<file path="src/rtl/tx_controller_pkg.sv">
// Constants and state encoding shared by the UART command receive and response transmit controllers.
package tx_controller_pkg;

    localparam logic [7:0] CMD_DISPLAY = 8'hD1;
    localparam logic [7:0] HDR_BYTE    = 8'hA5;
    localparam int         FRAME_LEN   = 4;

    typedef enum logic [1:0] {
        S_IDLE = 2'd0,
        S_SEND = 2'd1,
        S_WAIT = 2'd2
    } state_t;

    localparam int FLAG_ZERO  = 0;
    localparam int FLAG_CARRY = 1;
    localparam int FLAG_OVF   = 2;

endpackage

</file>
<file path="src/rtl/tx_controller.sv">
// Snapshots the ALU result/flags on a display command and streams a 4-byte
// response frame (header, result, flags, checksum) into uart_tx.
module tx_controller #(
    parameter int         NB_DATA   = 8,
    parameter logic [7:0] HDR_BYTE  = tx_controller_pkg::HDR_BYTE,
    parameter int         FRAME_LEN = tx_controller_pkg::FRAME_LEN
) (
    input  logic               clk,
    input  logic               reset_n,
    input  logic               display_cmd_pulse,
    input  logic [NB_DATA-1:0] alu_result,
    input  logic [2:0]         alu_flags,
    input  logic               tx_busy,
    input  logic               tx_done,
    output logic               tx_start,
    output logic [7:0]         tx_data,
    output logic               busy,
    output logic               frame_done,
    output logic               cmd_dropped
);
    import tx_controller_pkg::*;

    localparam logic [1:0] LAST_IDX = 2'(FRAME_LEN - 1);

    state_t             state, state_nxt;
    logic [1:0]         idx;
    logic [NB_DATA-1:0] result_snap;
    logic [2:0]         flags_snap;
    logic [7:0]         result_ext, flags_ext, frame_byte;
    logic               accept, done_ok;
    logic               start_nxt, frame_done_nxt, cmd_dropped_nxt;
    logic [7:0]         data_nxt;

    assign accept  = (state == S_IDLE) && display_cmd_pulse;
    // The tx_done of the previous byte may still be visible while tx_start is high.
    assign done_ok = (state == S_WAIT) && tx_done && !tx_start;
    assign busy    = (state != S_IDLE);

    // NOTE: sequential state uses non-blocking assignments so every register
    // samples the pre-edge values, independent of always block ordering.
    always_ff @(posedge clk or negedge reset_n) begin
        if (!reset_n) state <= S_IDLE;
        else          state <= state_nxt;
    end

    // NOTE: every variable gets a default at the top of an always_comb block,
    // so no path leaves it unassigned and no latch is inferred.
    always_comb begin
        state_nxt = state;
        case (state)
            S_IDLE: if (accept)   state_nxt = S_SEND;
            S_SEND: if (!tx_busy) state_nxt = S_WAIT;
            S_WAIT: if (done_ok)  state_nxt = (idx == LAST_IDX) ? S_IDLE : S_SEND;
            default:              state_nxt = S_IDLE;
        endcase
    end

    always_comb begin
        result_ext                = '0;
        result_ext[NB_DATA-1:0]   = result_snap;
        flags_ext                 = {5'b0, flags_snap};
        case (idx)
            2'd0:    frame_byte = HDR_BYTE;
            2'd1:    frame_byte = result_ext;
            2'd2:    frame_byte = flags_ext;
            default: frame_byte = HDR_BYTE ^ result_ext ^ flags_ext;
        endcase
    end

    always_comb begin
        start_nxt       = (state == S_SEND) && !tx_busy;
        data_nxt        = start_nxt ? frame_byte : tx_data;
        frame_done_nxt  = done_ok && (idx == LAST_IDX);
        cmd_dropped_nxt = display_cmd_pulse && (state != S_IDLE);
    end

    always_ff @(posedge clk or negedge reset_n) begin
        if (!reset_n) begin
            tx_start    <= 1'b0;
            tx_data     <= 8'h00;
            frame_done  <= 1'b0;
            cmd_dropped <= 1'b0;
        end else begin
            tx_start    <= start_nxt;
            tx_data     <= data_nxt;
            frame_done  <= frame_done_nxt;
            cmd_dropped <= cmd_dropped_nxt;
        end
    end

    // Snapshot is taken only on an accepted command; a dropped one leaves it untouched.
    always_ff @(posedge clk or negedge reset_n) begin
        if (!reset_n) begin
            idx         <= 2'd0;
            result_snap <= '0;
            flags_snap  <= 3'b000;
        end else if (accept) begin
            idx         <= 2'd0;
            result_snap <= alu_result;
            flags_snap  <= {alu_flags[FLAG_OVF], alu_flags[FLAG_CARRY], alu_flags[FLAG_ZERO]};
        end else if (done_ok && (idx != LAST_IDX)) begin
            idx <= idx + 2'd1;
        end
    end

endmodule

</file>
<file path="config.mk">
export PLATFORM = sky130hd
export DESIGN_NAME = tx_controller
export DESIGN_NICKNAME = d
export VERILOG_FILES = /design/src/rtl/tx_controller_pkg.sv /design/src/rtl/tx_controller.sv
export SDC_FILE = /design/constraint.sdc
export NUM_CORES = 1
export LEC_CHECK = 0
export BUFFER_PORTS_ARGS = -buffer_cell sky130_fd_sc_hd__buf_2
export CAP_MARGIN = 20
export CORE_MARGIN = 2
export CORE_UTILIZATION = 46
export DETAILED_ROUTE_END_ITERATION = 12
export PLACE_DENSITY = 0.73
export SKIP_LAST_GASP = 1
export SYNTH_ARGS = -nofsm -noshare
export SYNTH_HDL_FRONTEND = slang
export SYNTH_SLANG_ARGS = --single-unit
</file>
<file path="constraint.sdc">
create_clock -name clk -period 1.6 [get_ports clk]
set_clock_uncertainty 0.15 [all_clocks]
set_input_delay 0.16 -clock clk [delete_from_list [all_inputs] [get_ports clk]]
set_output_delay 0.16 -clock clk [all_outputs]
set_load 0.05 [all_outputs]
</file>
Word-level counts from Yosys, hierarchy flattened --
Cells that the tools add are included. W data, S select, Z words.
Word-level totals: bits in registers 26, input bits 16, output and inout bits 12, word-level logic and storage cells 42
Cells by class: $add $sub $neg 1, eq/ne operators 9, muxes and demuxes 8, bitwise logic cells 2, reduce and logical (&&, ||, !) cells 14
Operators with widths (count):
- $pmux W8 S3 | 1
- $mux W2 | 5
- $ne A2 B2 Y1 const B | 4
- $xor A8 B3 Y8 | 1
- $logic_and A1 B1 Y1 | 7
- $eq A2 B2 Y1 const B | 3
- $pmux W2 S3 | 1
- $eq A2 B1 Y1 const B | 2
- $logic_not A2 Y1 | 2
- $not A4 Y4 | 1
- $reduce_bool A2 Y1 | 2
- $reduce_and A3 Y1 | 1
- $add A2 B1 Y2 const B | 1
- $logic_not A1 Y1 | 2
- $mux W1 | 1

Longest topological paths before layout --
Gate-level depths: netlist of run 1.
depth in word-level cells 6, mapped depth 5, depth with buffers taken out 5

Least setup slack after synthesis of run 1 --
OpenSTA, ideal clock, no wires.
path kind register to register, start point register state[1], end point register flags_snap[2], setup time 0.125 ns, data arrival time 1.309 ns, required time 1.325 ns, path slack 0.016 ns, cell stages (with the launch flop) 4, buffers on the path 1, period minus slack after synthesis 1.584 ns, path through dfrtp_1 nor3b_2 buf_2 mux2_2
Between the ends: cells in the longest elaborated chain, start to end 2
Ends and longest elaborated chain:
- start: declaration | line tx_controller.sv:25 | state_t state, state_nxt;
- start signal: assignment | line tx_controller.sv:43 | else state <= state_nxt;
- $logic_not A2 Y1 | line tx_controller.sv:34 | assign accept = (state == S_IDLE) && display_cmd_pulse;
- $logic_and A1 B1 Y1 | line tx_controller.sv:34
- end signal: assignment | line tx_controller.sv:100 | flags_snap <= {alu_flags[FLAG_OVF], alu_flags[FLAG_CARRY], alu_flags[FLAG_ZERO]};
- end: declaration | line tx_controller.sv:28 | logic [2:0] flags_snap;
Every way passes these cells. A chain may end at the register's enable or synchronous reset.

Worst setup path in the final report of run 1 --
start point register state[1], end point output busy
Between the ends: cells in the longest elaborated chain, start to end 1
Ends and longest elaborated chain:
- $reduce_bool A2 Y1 | line tx_controller.sv:37 | assign busy = (state != S_IDLE);
- end: declaration | line tx_controller.sv:17 | output logic busy,
Every way passes these cells.

==> Implementation_results.wiki, run 1 <==
{| class="wikitable"
! Metric !! Value
|-
| Clock slew seen by the registers of the worst setup and hold paths || 140 ps
|-
| Reg-to-reg critical path endpoint || tx_data[0]
|-
| Total number of vias || 907
|-
| Initial antenna violation count || 0
|-
| Final setup viols || 0
|-
| Endpoint kind of the worst setup timing path || output pin
|-
| HPWL Detailed || 1.601 mm
|-
| Avg Synthesized Cell Area || 12.30 um2
|-
| Power density over cell area || between 1500 and 2000 mW/mm2
|-
| FF+latch count, synth || 26
|-
| Area of placed instances || 0.001371 mm2
|-
| Antenna viol nets, final || 0
|-
| Crit share post-route || 96.50%
|-
| Non-filler instance count after layout || 175
|-
| Number of clock buffers inserted by TritonCTS || 3
|-
| Arrival time reported for the critical path endpoint || between 1000 and 1500 ps
|-
| Die height || 54.67 um
|-
| DRT iter0 DRCs || 9
|-
| GRT Resource Usage Total || 18.49%
|-
| Total power of the final layout || 3.244 mW
|-
| Sequential area share after synthesis || 55.08%
|-
| Aggregate routed wire length || 2.401 mm
|-
| Largest net degree at the start of global routing || 27
|-
| Floorplan die area || 0.002989 mm2
|-
| Fin util || between 60% and 70%
|-
| Row count || 18
|-
| Kind of critical path || reg -> out
|-
| Final count of pins violating max slew || 0
|-
| Std-Cell Core Area || 0.002455 mm2
|-
| Yosys warns || 0
|-
| Slew at the pin closest to its max-slew limit || 557.8 ps
|-
| Family with the most delay on the worst path || flip-flops
|-
| Number of distinct library cell variants in the gate-level netlist after synthesis || 28
|-
| DRC violations left || 0
|-
| Accumulated negative setup slack || 0 ps
|-
| Worst-case headroom to the max-slew limit || 62.81%
|-
| I/O pin total || 28
|-
| Setup slack after layout || roughly 56 ps
|-
| Required time of the critical path || 1290 ps
|-
| Area grow syn2layout || 39.09%
|-
| R2r startpoint || idx[0]
|-
| Root buffer selected by CTS || sky130_fd_sc_hd__clkbuf_4
|-
| Via-to-Cell Ratio || 5.183
|-
| Max-cap violations || 0
|-
| Commonest non-fill, non-tap cell in the layout || sky130_fd_sc_hd__buf_2
|-
| Crit path time final || 1544 ps
|-
| Count of inserted antenna diode cells || 0
|-
| Logic depth of the worst register-to-register path || 5
|-
| Congestion Overflow GR || 0
|-
| Worst-Skew Late Latency || between 300 and 400 ps
|-
| Maximum clock path buffer count || 2
|-
| Weighted congestion reported at the end of routability-driven placement || 0.7309
|-
| Clock Sink Count || 26
|-
| Library cell contributing the largest single delay on the critical path || sky130_fd_sc_hd__dfrtp_1
|-
| First-pass GRT wire length || 3.912 mm
|-
| Mapped Nets || 117
|-
| Placed cell count || 153
|-
| Startpoint type of the worst setup path || register
|-
| Worst setup slack before clock tree synthesis || 6.946 ps
|-
| Overall die width || 54.67 um
|-
| Count of input and output buffers || 27
|-
| WP buf/inv || 1
|-
| Max VDD drop || ~1.4 mV
|-
| Final Hold Fails || 0
|-
| Highest-count cells in the layout ignoring fill and taps || sky130_fd_sc_hd__buf_2 (26), sky130_fd_sc_hd__dfrtp_1 (25), sky130_fd_sc_hd__dlygate4sd3_1 (15)
|-
| Synthesized netlist cell count || 96
|-
| Final Net Count || roughly 170
|-
| Max H-tree Level || 1
|-
| Worst-path maximum fanout || 4
|-
| Initial Utilization || 48.11%
|-
| CP cell instances || or2_2 > buf_6
|-
| Layout cell share with drive strength beyond 1 || 40.69%
|-
| Final worst hold slack || 192.5 ps
|-
| Mapped cell area || 0.001181 mm2
|-
| Fin area || between 0.0015 and 0.002 mm2
|-
| Static leakage || 0.7741 nW
|-
| Worst min-delay path class || in -> async
|-
| Via count of the first global-routing pass || 943
|-
| Detailed Routing Iterations Pass 1 || 4
|-
| R2R setup slack || 80 ps
|-
| Status || completed
|-
| Routed wire length per instance || approximately 14 um
|-
| F_max || 647.7 MHz
|-
| Clock tree from TritonCTS || done
|-
| Stage delay of the slowest cell on the critical path || 440 ps
|}
[flip-flops by register name, summed over array words and instances (netlist names)]
| signal | flops |
|---|---|
| result_ext | 8 |
| tx_data | 8 |
| flags_snap | 3 |
| idx | 2 |
| state | 2 |
| cmd_dropped | 1 |
| frame_done | 1 |
| tx_start | 1 |
[cell families after synthesis]
group	share of synthesized area, %
xor+xnor	2.225
compound gates	15.25
flops	55.08
simple gates	7.946
buf+inv	3.707
fa+ha+maj	5.297
mux	10.49
[synthesized netlist by cell type (all sizes together)]
master	count	area share (%)
a211oi	5	3.2
a21o	5	3.2
a21oi	2	0.85
a221oi	3	2.2
a22oi	2	1.3
a31oi	1	0.53
and2	1	0.53
buf	3	1.8
clkbuf	1	0.32
dfrtp	26	55
ha	5	5.3
inv	5	1.6
mux2	11	10
nand2	4	1.3
nand3	2	0.85
nand4bb	1	0.95
nor2	2	0.64
nor2b	1	0.53
nor3b	1	1.1
nor4bb	1	0.85
o21ai	8	3.4
o31ai	1	0.64
or2	1	0.53
or3b	1	0.74
xnor2	1	0.74
xor2	2	1.5
[where the power goes]
group          total (mW)  switching, mW  internal, mW
logic                1.61          0.934         0.679
clock network       0.440          0.187         0.253
registers            1.19          0.235         0.955
total                3.24           1.36          1.89
[area by class of cell]
type                       count  area, um2
fill                         199      812.0
timing repair buffer          49      356.6
inverter                       5      18.77
clock inverter                 1      30.03
tap                           30      37.54
clock buffer                   3      22.52
sequential                    26      651.9
multi-input combinational     61      525.5
[per-layer routing]
metal  vias up  wire, um  global-route usage, %
li1        443         -                      -
met1       437      1082                  21.47
met2        25      1199                  33.73
met3         2       109                  5.738
met4         0        10                  2.500
met5         -         0                      0
[worst register-to-register path: stages (launching register included)]
cell and delay, ps:
sky130_fd_sc_hd__dfrtp_2 470, sky130_fd_sc_hd__inv_1 130, sky130_fd_sc_hd__ha_2 220, sky130_fd_sc_hd__a22oi_1 100, sky130_fd_sc_hd__a221oi_2 290, sky130_fd_sc_hd__a21o_1 110
[worst max-delay path by stage]
stage,depth (start not counted),startpoint,to
final,2,state[1],busy
after CTS,2,state[1],busy
after floorplan,3,state[1],flags_snap[2]
after detailed placement,5,idx[0],tx_data[1]
after global placement,4,state[1],tx_data[6]
after global routing,5,idx[1],tx_data[7]
[timing repair]
action                                  CTS  global route
pin swaps                                 0             0
hold buffers                             15             0
endpoints found under the setup margin    8             7
endpoints found under the hold margin    40             0
resized for setup                         2             9
buffers inserted                          1             2
Power figures use the tool's default switching activity.
==> run 2, diff against run 1 <==
--- a/config.mk
+++ b/config.mk
@@ -7,9 +7,10 @@
 export LEC_CHECK = 0
 export BUFFER_PORTS_ARGS = -buffer_cell sky130_fd_sc_hd__buf_2
 export CAP_MARGIN = 20
-export CORE_MARGIN = 2
+export CORE_MARGIN = 10
 export CORE_UTILIZATION = 46
 export DETAILED_ROUTE_END_ITERATION = 12
+export MAX_ROUTING_LAYER = met4
 export PLACE_DENSITY = 0.73
 export SKIP_LAST_GASP = 1
 export SYNTH_ARGS = -nofsm -noshare
==> run 2 against run 1 <==
  * Die area up 67%
  * Power shrank 4.8%
  * Non-clock buffer count is 2 lower
  * Flip-flop and latch count unchanged
  * Via count shrank 2.5%
  * Sequential power barely moved
  * Final area shrank 3.4%
  * Critical path depth up 4
  * Sequential share of layout area up 1.4 points
  * Fmax up 1.7%
  * Core utilization fell by 2.3 points
  * Clock-buffer cell count is 1 higher
==> Implementation_results.wiki, run 2 (same netlist as run 1, synthesis figures left out) <==
{| class="wikitable"
! Metric !! Value
|-
| Placed cell count || 153
|-
| Final setup viols || 0
|-
| Total power of the final layout || between 3 and 4 mW
|-
| Fin util || 64.63%
|-
| Endpoint kind of the worst setup timing path || register
|-
| Worst-case headroom to the max-slew limit || 61.59%
|-
| Static leakage || 0.7548 nW
|-
| Maximum clock path buffer count || 2
|-
| DRC violations left || 0
|-
| Final Net Count || 165
|-
| Std-Cell Core Area || between 0.002 and 0.0025 mm2
|-
| Global Route met2 Usage || 18.96%
|-
| Count of input and output buffers || 27
|-
| Final Hold Fails || 0
|-
| Startpoint type of the worst setup path || input pin
|-
| Commonest non-fill, non-tap cell in the layout || sky130_fd_sc_hd__buf_2
|-
| Initial antenna violation count || 0
|-
| Slew at the pin closest to its max-slew limit || a little under 600 ps
|-
| Max VDD drop || ~1.0 mV
|-
| Status || completed
|-
| Total number of vias || 884
|-
| Initial Utilization || between 40% and 50%
|-
| Aggregate routed wire length || 2.535 mm
|-
| Worst min-delay path class || in -> reg
|-
| Highest-count cells in the layout ignoring fill and taps || sky130_fd_sc_hd__buf_2 (26), sky130_fd_sc_hd__dfrtp_1 (25), sky130_fd_sc_hd__dlygate4sd3_1 (14)
|-
| Max-cap violations || 0
|-
| Count of inserted antenna diode cells || 0
|-
| Congestion Overflow GR || 0
|-
| Worst-path maximum fanout || 11
|-
| DRT iter0 DRCs || 29
|-
| Via-to-Cell Ratio || 5.110
|-
| Max H-tree Level || 1
|-
| Area grow syn2layout || 34.32%
|-
| Routed wire length per instance || 14.65 um
|-
| Root buffer selected by CTS || sky130_fd_sc_hd__clkbuf_4
|-
| Arrival time reported for the critical path endpoint || 1590 ps
|-
| Required time of the critical path || 1670 ps
|-
| Met1 demand-to-capacity share in global routing || 12.00%
|-
| Clock tree from TritonCTS || done
|-
| Non-filler instance count after layout || about 170
|-
| Power density over cell area || 1946 mW/mm2
|-
| Largest net degree at the start of global routing || 27
|-
| Weighted congestion reported at the end of routability-driven placement || 0.7245
|-
| Worst-Skew Late Latency || 320 ps
|-
| Final count of pins violating max slew || 0
|-
| Crit path time final || 1519 ps
|-
| F_max || 658.4 MHz
|-
| Kind of critical path || in -> reg
|-
| Clock Sink Count || 26
|-
| HPWL Detailed || 1.840 mm
|-
| Detailed Routing Iterations Pass 1 || 5
|-
| Met3 demand-to-capacity share in global routing || 2.929%
|-
| Floorplan die area || 0.004994 mm2
|-
| Overall die width || 70.67 um
|-
| GRT Resource Usage Total || between 10 and 15%
|-
| Number of clock buffers inserted by TritonCTS || 3
|-
| Antenna viol nets, final || 0
|-
| First-pass GRT wire length || 4.588 mm
|-
| Row count || 18
|-
| Clock slew seen by the registers of the worst setup and hold paths || 130 ps
|-
| RSZ-0062 raised after global routing || yes
|-
| Highest-utilization routing layer at the global route stage || met2
|-
| Crit share post-route || roughly 95%
|-
| Die height || 70.67 um
|-
| I/O pin total || 28
|-
| Layout cell share with drive strength beyond 1 || 38.46%
|-
| Via count of the first global-routing pass || 1030
|}
[run 2: path summary, 6_finish.rpt]
| kind | startpoint | endpoint | slack, ps | depth (start not counted) |
|---|---|---|---|---|
| worst min-delay path | tx_done | state[1] | 7 | 3 |
| max in group asynchronous | reset_n | idx[0] | 700 | 2 |
| worst max-delay path | tx_busy | tx_data[4] | 80 | 6 |
| min in group asynchronous | reset_n | tx_data[4] | 200 | 2 |
| worst max register to register | state[0] | idx[0] | 90 | 4 |
| worst min register to register | tx_data[5] | tx_data[5] | 350 | 1 |
[run 2: timing repair]
action / CTS / global route
gates cloned: 0 / 0
buffers inserted: 0 / 2
hold buffers: 14 / 0
endpoints found under the hold margin: 39 / 0
setup endpoints to repair: 2 / 6
gates resized for setup: 2 / 7
[run 2: critical path, stage by stage]
cell                            delay (ps)
sky130_fd_sc_hd__dlygate4sd3_1         530
sky130_fd_sc_hd__buf_2                 140
sky130_fd_sc_hd__or3b_4                440
sky130_fd_sc_hd__buf_4                 190
sky130_fd_sc_hd__nand2_1                60
sky130_fd_sc_hd__o21ai_1                60
[run 2: metal layers]
layer | up-vias | routed length (um)
met1 | 421 | 1097
met2 | 19 | 1279
met4 | 0 | 32
li1 | 439 | -
met5 | - | 0
met3 | 5 | 125
[run 2: layout make-up]
cell class / count / area (um2)
flip-flops and latches: 26 / 651.9
repair buffers: 47 / 339.1
well taps: 30 / 37.54
fillers: 200 / 868.3
inverters: 5 / 18.77
clock buffers: 4 / 36.28
multi-input cells: 61 / 503.0
[run 2: power by group]
group          total (mW)  internal (mW)  switching [mW]
Combinational        1.58          0.652           0.929
Sequential           1.18          0.955           0.223
Clock               0.328          0.139           0.188
Total                3.09           1.75            1.34
[run 2: stage by stage]
stage	hold slack (ps)	cell area, um2	TNS (ps)	setup slack (ps)
after detailed placement	41.32	1371	0	0.7133
after global routing	13.90	1587	-9.362	-9.362
after floorplan	-285.6	1181	0	16.23
after CTS	2.714	1553	-3.468	-3.468
after global placement	32.81	1371	0	61.45
final	6.723	1587	0	81.17
==> run 3, diff against run 2 <==
--- a/config.mk
+++ b/config.mk
@@ -11,7 +11,9 @@
 export CORE_UTILIZATION = 46
 export DETAILED_ROUTE_END_ITERATION = 12
 export MAX_ROUTING_LAYER = met4
-export PLACE_DENSITY = 0.73
+export PLACE_DENSITY = 0.77
+export SETUP_SLACK_MARGIN = 0.4
+export SKIP_CTS_REPAIR_TIMING = 1
 export SKIP_LAST_GASP = 1
 export SYNTH_ARGS = -nofsm -noshare
 export SYNTH_HDL_FRONTEND = slang
==> run 3 against run 2 <==
  * The run now ends with hold timing, setup timing left
  * Global-route usage shrank 0.58 points
  * Critical path depth is 1 lower
  * Sequential share of layout area down 8.4 points
  * Final area is 26% higher
  * Power increased by 31%
  * Clock-buffer cell count unchanged
  * Core utilization is 17 points higher
  * Worst hold slack lost 18 ps
  * Clock power is 2% higher
  * Critical path type is now reg -> reg
  * Largest power group unchanged
==> Implementation_results.wiki, run 3 (same netlist as run 1, synthesis figures left out) <==
{| class="wikitable"
! Metric !! Value
|-
| Startpoint type of the worst setup path || register
|-
| DRC violations left || 0
|-
| Worst-path maximum fanout || 7
|-
| Total power of the final layout || approximately 4.0 mW
|-
| Fin area || 0.002002 mm2
|-
| I/O pin total || 28
|-
| Area grow syn2layout || 69.49%
|-
| Antenna viol nets, final || 0
|-
| Final setup viols || 1
|-
| DRT iter0 DRCs || roughly 80
|-
| Clock tree from TritonCTS || done
|-
| Switching fraction of total power || 42.43%
|-
| Violations in the final reports || hold timing, setup timing
|-
| Worst-case headroom to the max-slew limit || between 60% and 70%
|-
| Root buffer selected by CTS || sky130_fd_sc_hd__clkbuf_4
|-
| Power density over cell area || 2022 mW/mm2
|-
| Required time of the critical path || 1730 ps
|-
| Total number of vias || 1049
|-
| Clock Sink Count || 26
|-
| Largest net degree at the start of global routing || 27
|-
| Final worst hold slack || -11.25 ps
|-
| Via count of the first global-routing pass || 928
|-
| Crit share post-route || 100.3%
|-
| Detailed Routing Iterations Pass 1 || 4
|-
| Max-cap violations || 0
|-
| Switching power summed over all nets || 1.718 mW
|-
| Arrival time reported for the critical path endpoint || approximately 1700 ps
|-
| Commonest non-fill, non-tap cell in the layout || sky130_fd_sc_hd__dfrtp_1
|-
| Comb power frac || between 60% and 70%
|-
| Final count of pins violating max slew || 0
|-
| HPWL Detailed || about 1.9 mm
|-
| Highest-count cells in the layout ignoring fill and taps || sky130_fd_sc_hd__dfrtp_1 (23), sky130_fd_sc_hd__buf_4 (19), sky130_fd_sc_hd__buf_2 (15)
|-
| Row count || 18
|-
| Die height || 70.67 um
|-
| Final Hold Fails || 1
|-
| Fillcell total || 132
|-
| Clock slew seen by the registers of the worst setup and hold paths || between 100 and 150 ps
|-
| Via-to-Cell Ratio || 5.464
|-
| Congestion Overflow GR || 0
|-
| Slew at the pin closest to its max-slew limit || 594.3 ps
|-
| Maximum clock path buffer count || 2
|-
| First-pass GRT wire length || 4.319 mm
|-
| Max VDD drop || 1.516 mV
|-
| Count of input and output buffers || 27
|-
| Max H-tree Level || 1
|-
| Layout cell share with drive strength beyond 1 || 59.63%
|-
| Routed wire length per instance || 19.13 um
|-
| Endpoint kind of the worst setup timing path || register
|-
| Worst min-delay path class || in -> reg
|-
| Placed cell count || approximately 150
|-
| Final Net Count || 183
|-
| GRT Resource Usage Total || 10.39%
|-
| F_max || 623.4 MHz
|-
| Kind of critical path || reg -> reg
|-
| Non-filler instance count after layout || between 150 and 200
|-
| Worst setup slack before clock tree synthesis || -7.125 ps
|-
| Floorplan die area || approximately 0.005 mm2
|-
| Status || finished with violations
|-
| Std-Cell Core Area || 0.002455 mm2
|-
| Aggregate routed wire length || 3.672 mm
|-
| RSZ-0062 raised after global routing || yes
|-
| Number of clock buffers inserted by TritonCTS || 3
|-
| Weighted congestion reported at the end of routability-driven placement || 0.9211
|-
| Worst-Skew Late Latency || 320 ps
|-
| Proportion of power drawn by the clock network || under 10%
|-
| Crit path time final || 1604 ps
|-
| Area of placed instances || 0.001421 mm2
|-
| Int Pwr || 2.330 mW
|-
| Relative contribution of sequential cells to total power || 31.7%
|-
| Initial Utilization || 48.11%
|-
| Setup slack after layout || -4.199 ps
|-
| Overall die width || 70.67 um
|-
| Static leakage || 0.9179 nW
|-
| Initial antenna violation count || 1
|}
run 3: changes by cell type in the layout (fill, tap and decap cells not counted), moves of 3 or more:
cell                       change
sky130_fd_sc_hd__buf_4        +14
sky130_fd_sc_hd__inv_1         -3
sky130_fd_sc_hd__a211oi_1      -4
sky130_fd_sc_hd__mux2_4        +7
sky130_fd_sc_hd__a211oi_2      +4
sky130_fd_sc_hd__ha_4          +4
sky130_fd_sc_hd__o21ai_1       +3
sky130_fd_sc_hd__buf_6        +13
sky130_fd_sc_hd__o21ai_0       -5
sky130_fd_sc_hd__buf_2        -11
sky130_fd_sc_hd__mux2_2        -7
run 3: critical path, stage by stage (launching register included):
cell and delay [ps]:
sky130_fd_sc_hd__dfrtp_2 490, sky130_fd_sc_hd__buf_12 150, sky130_fd_sc_hd__ha_4 180, sky130_fd_sc_hd__buf_4 170
sky130_fd_sc_hd__a211oi_1 270, sky130_fd_sc_hd__a21o_1 130
run 3: metal layers:
layer	track usage, %	wire length [um]	vias up
met3	4.742	249	10
met2	16.27	1909	44
met1	12.27	1426	519
met5	-	0	-
li1	-	-	476
met4	1.505	87	0
run 3: final cells by class:
class	instances	area [um2]	area share, %
clock buffers	4	36.28	1.812
well taps	30	37.54	1.875
inverters	5	21.27	1.063
diodes	1	2.502	0.1250
flip-flops and latches	26	654.4	32.69
multi-input cells	61	679.4	33.94
repair buffers	65	570.5	28.50
run 3: power groups by stage:
stage,Sequential [mW],Clock (mW),Combinational [mW]
after floorplan,1.57,0,0.819
after global placement,1.19,0,1.56
after detailed placement,1.20,0,1.59
after CTS,1.19,0.339,1.60
after global routing,1.31,0.361,2.57
final,1.28,0.335,2.43
run 3: path summary, 6_finish.rpt:
| kind | to | cells past startpoint | from | slack [ps] |
|---|---|---|---|---|
| setup / recovery | tx_data[1] | 5 | idx[0] | -4 |
| hold / removal | frame_done | 3 | tx_done | -10 |
| setup reg to reg | tx_data[1] | 5 | idx[0] | -4 |
| hold reg to reg | tx_data[2] | 1 | tx_data[2] | 390 |
| max in group asynchronous | idx[1] | 2 | reset_n | 680 |
| min in group asynchronous | tx_data[4] | 2 | reset_n | 200 |
run 3: stage by stage:
stage	utilization [%]	TNS [ps]
detailed placement	57.90	-7.125
CTS	59.38	-175.1
finish	81.55	-4.199
global placement	57.90	0
floorplan	-	0
global route	81.55	-620.7
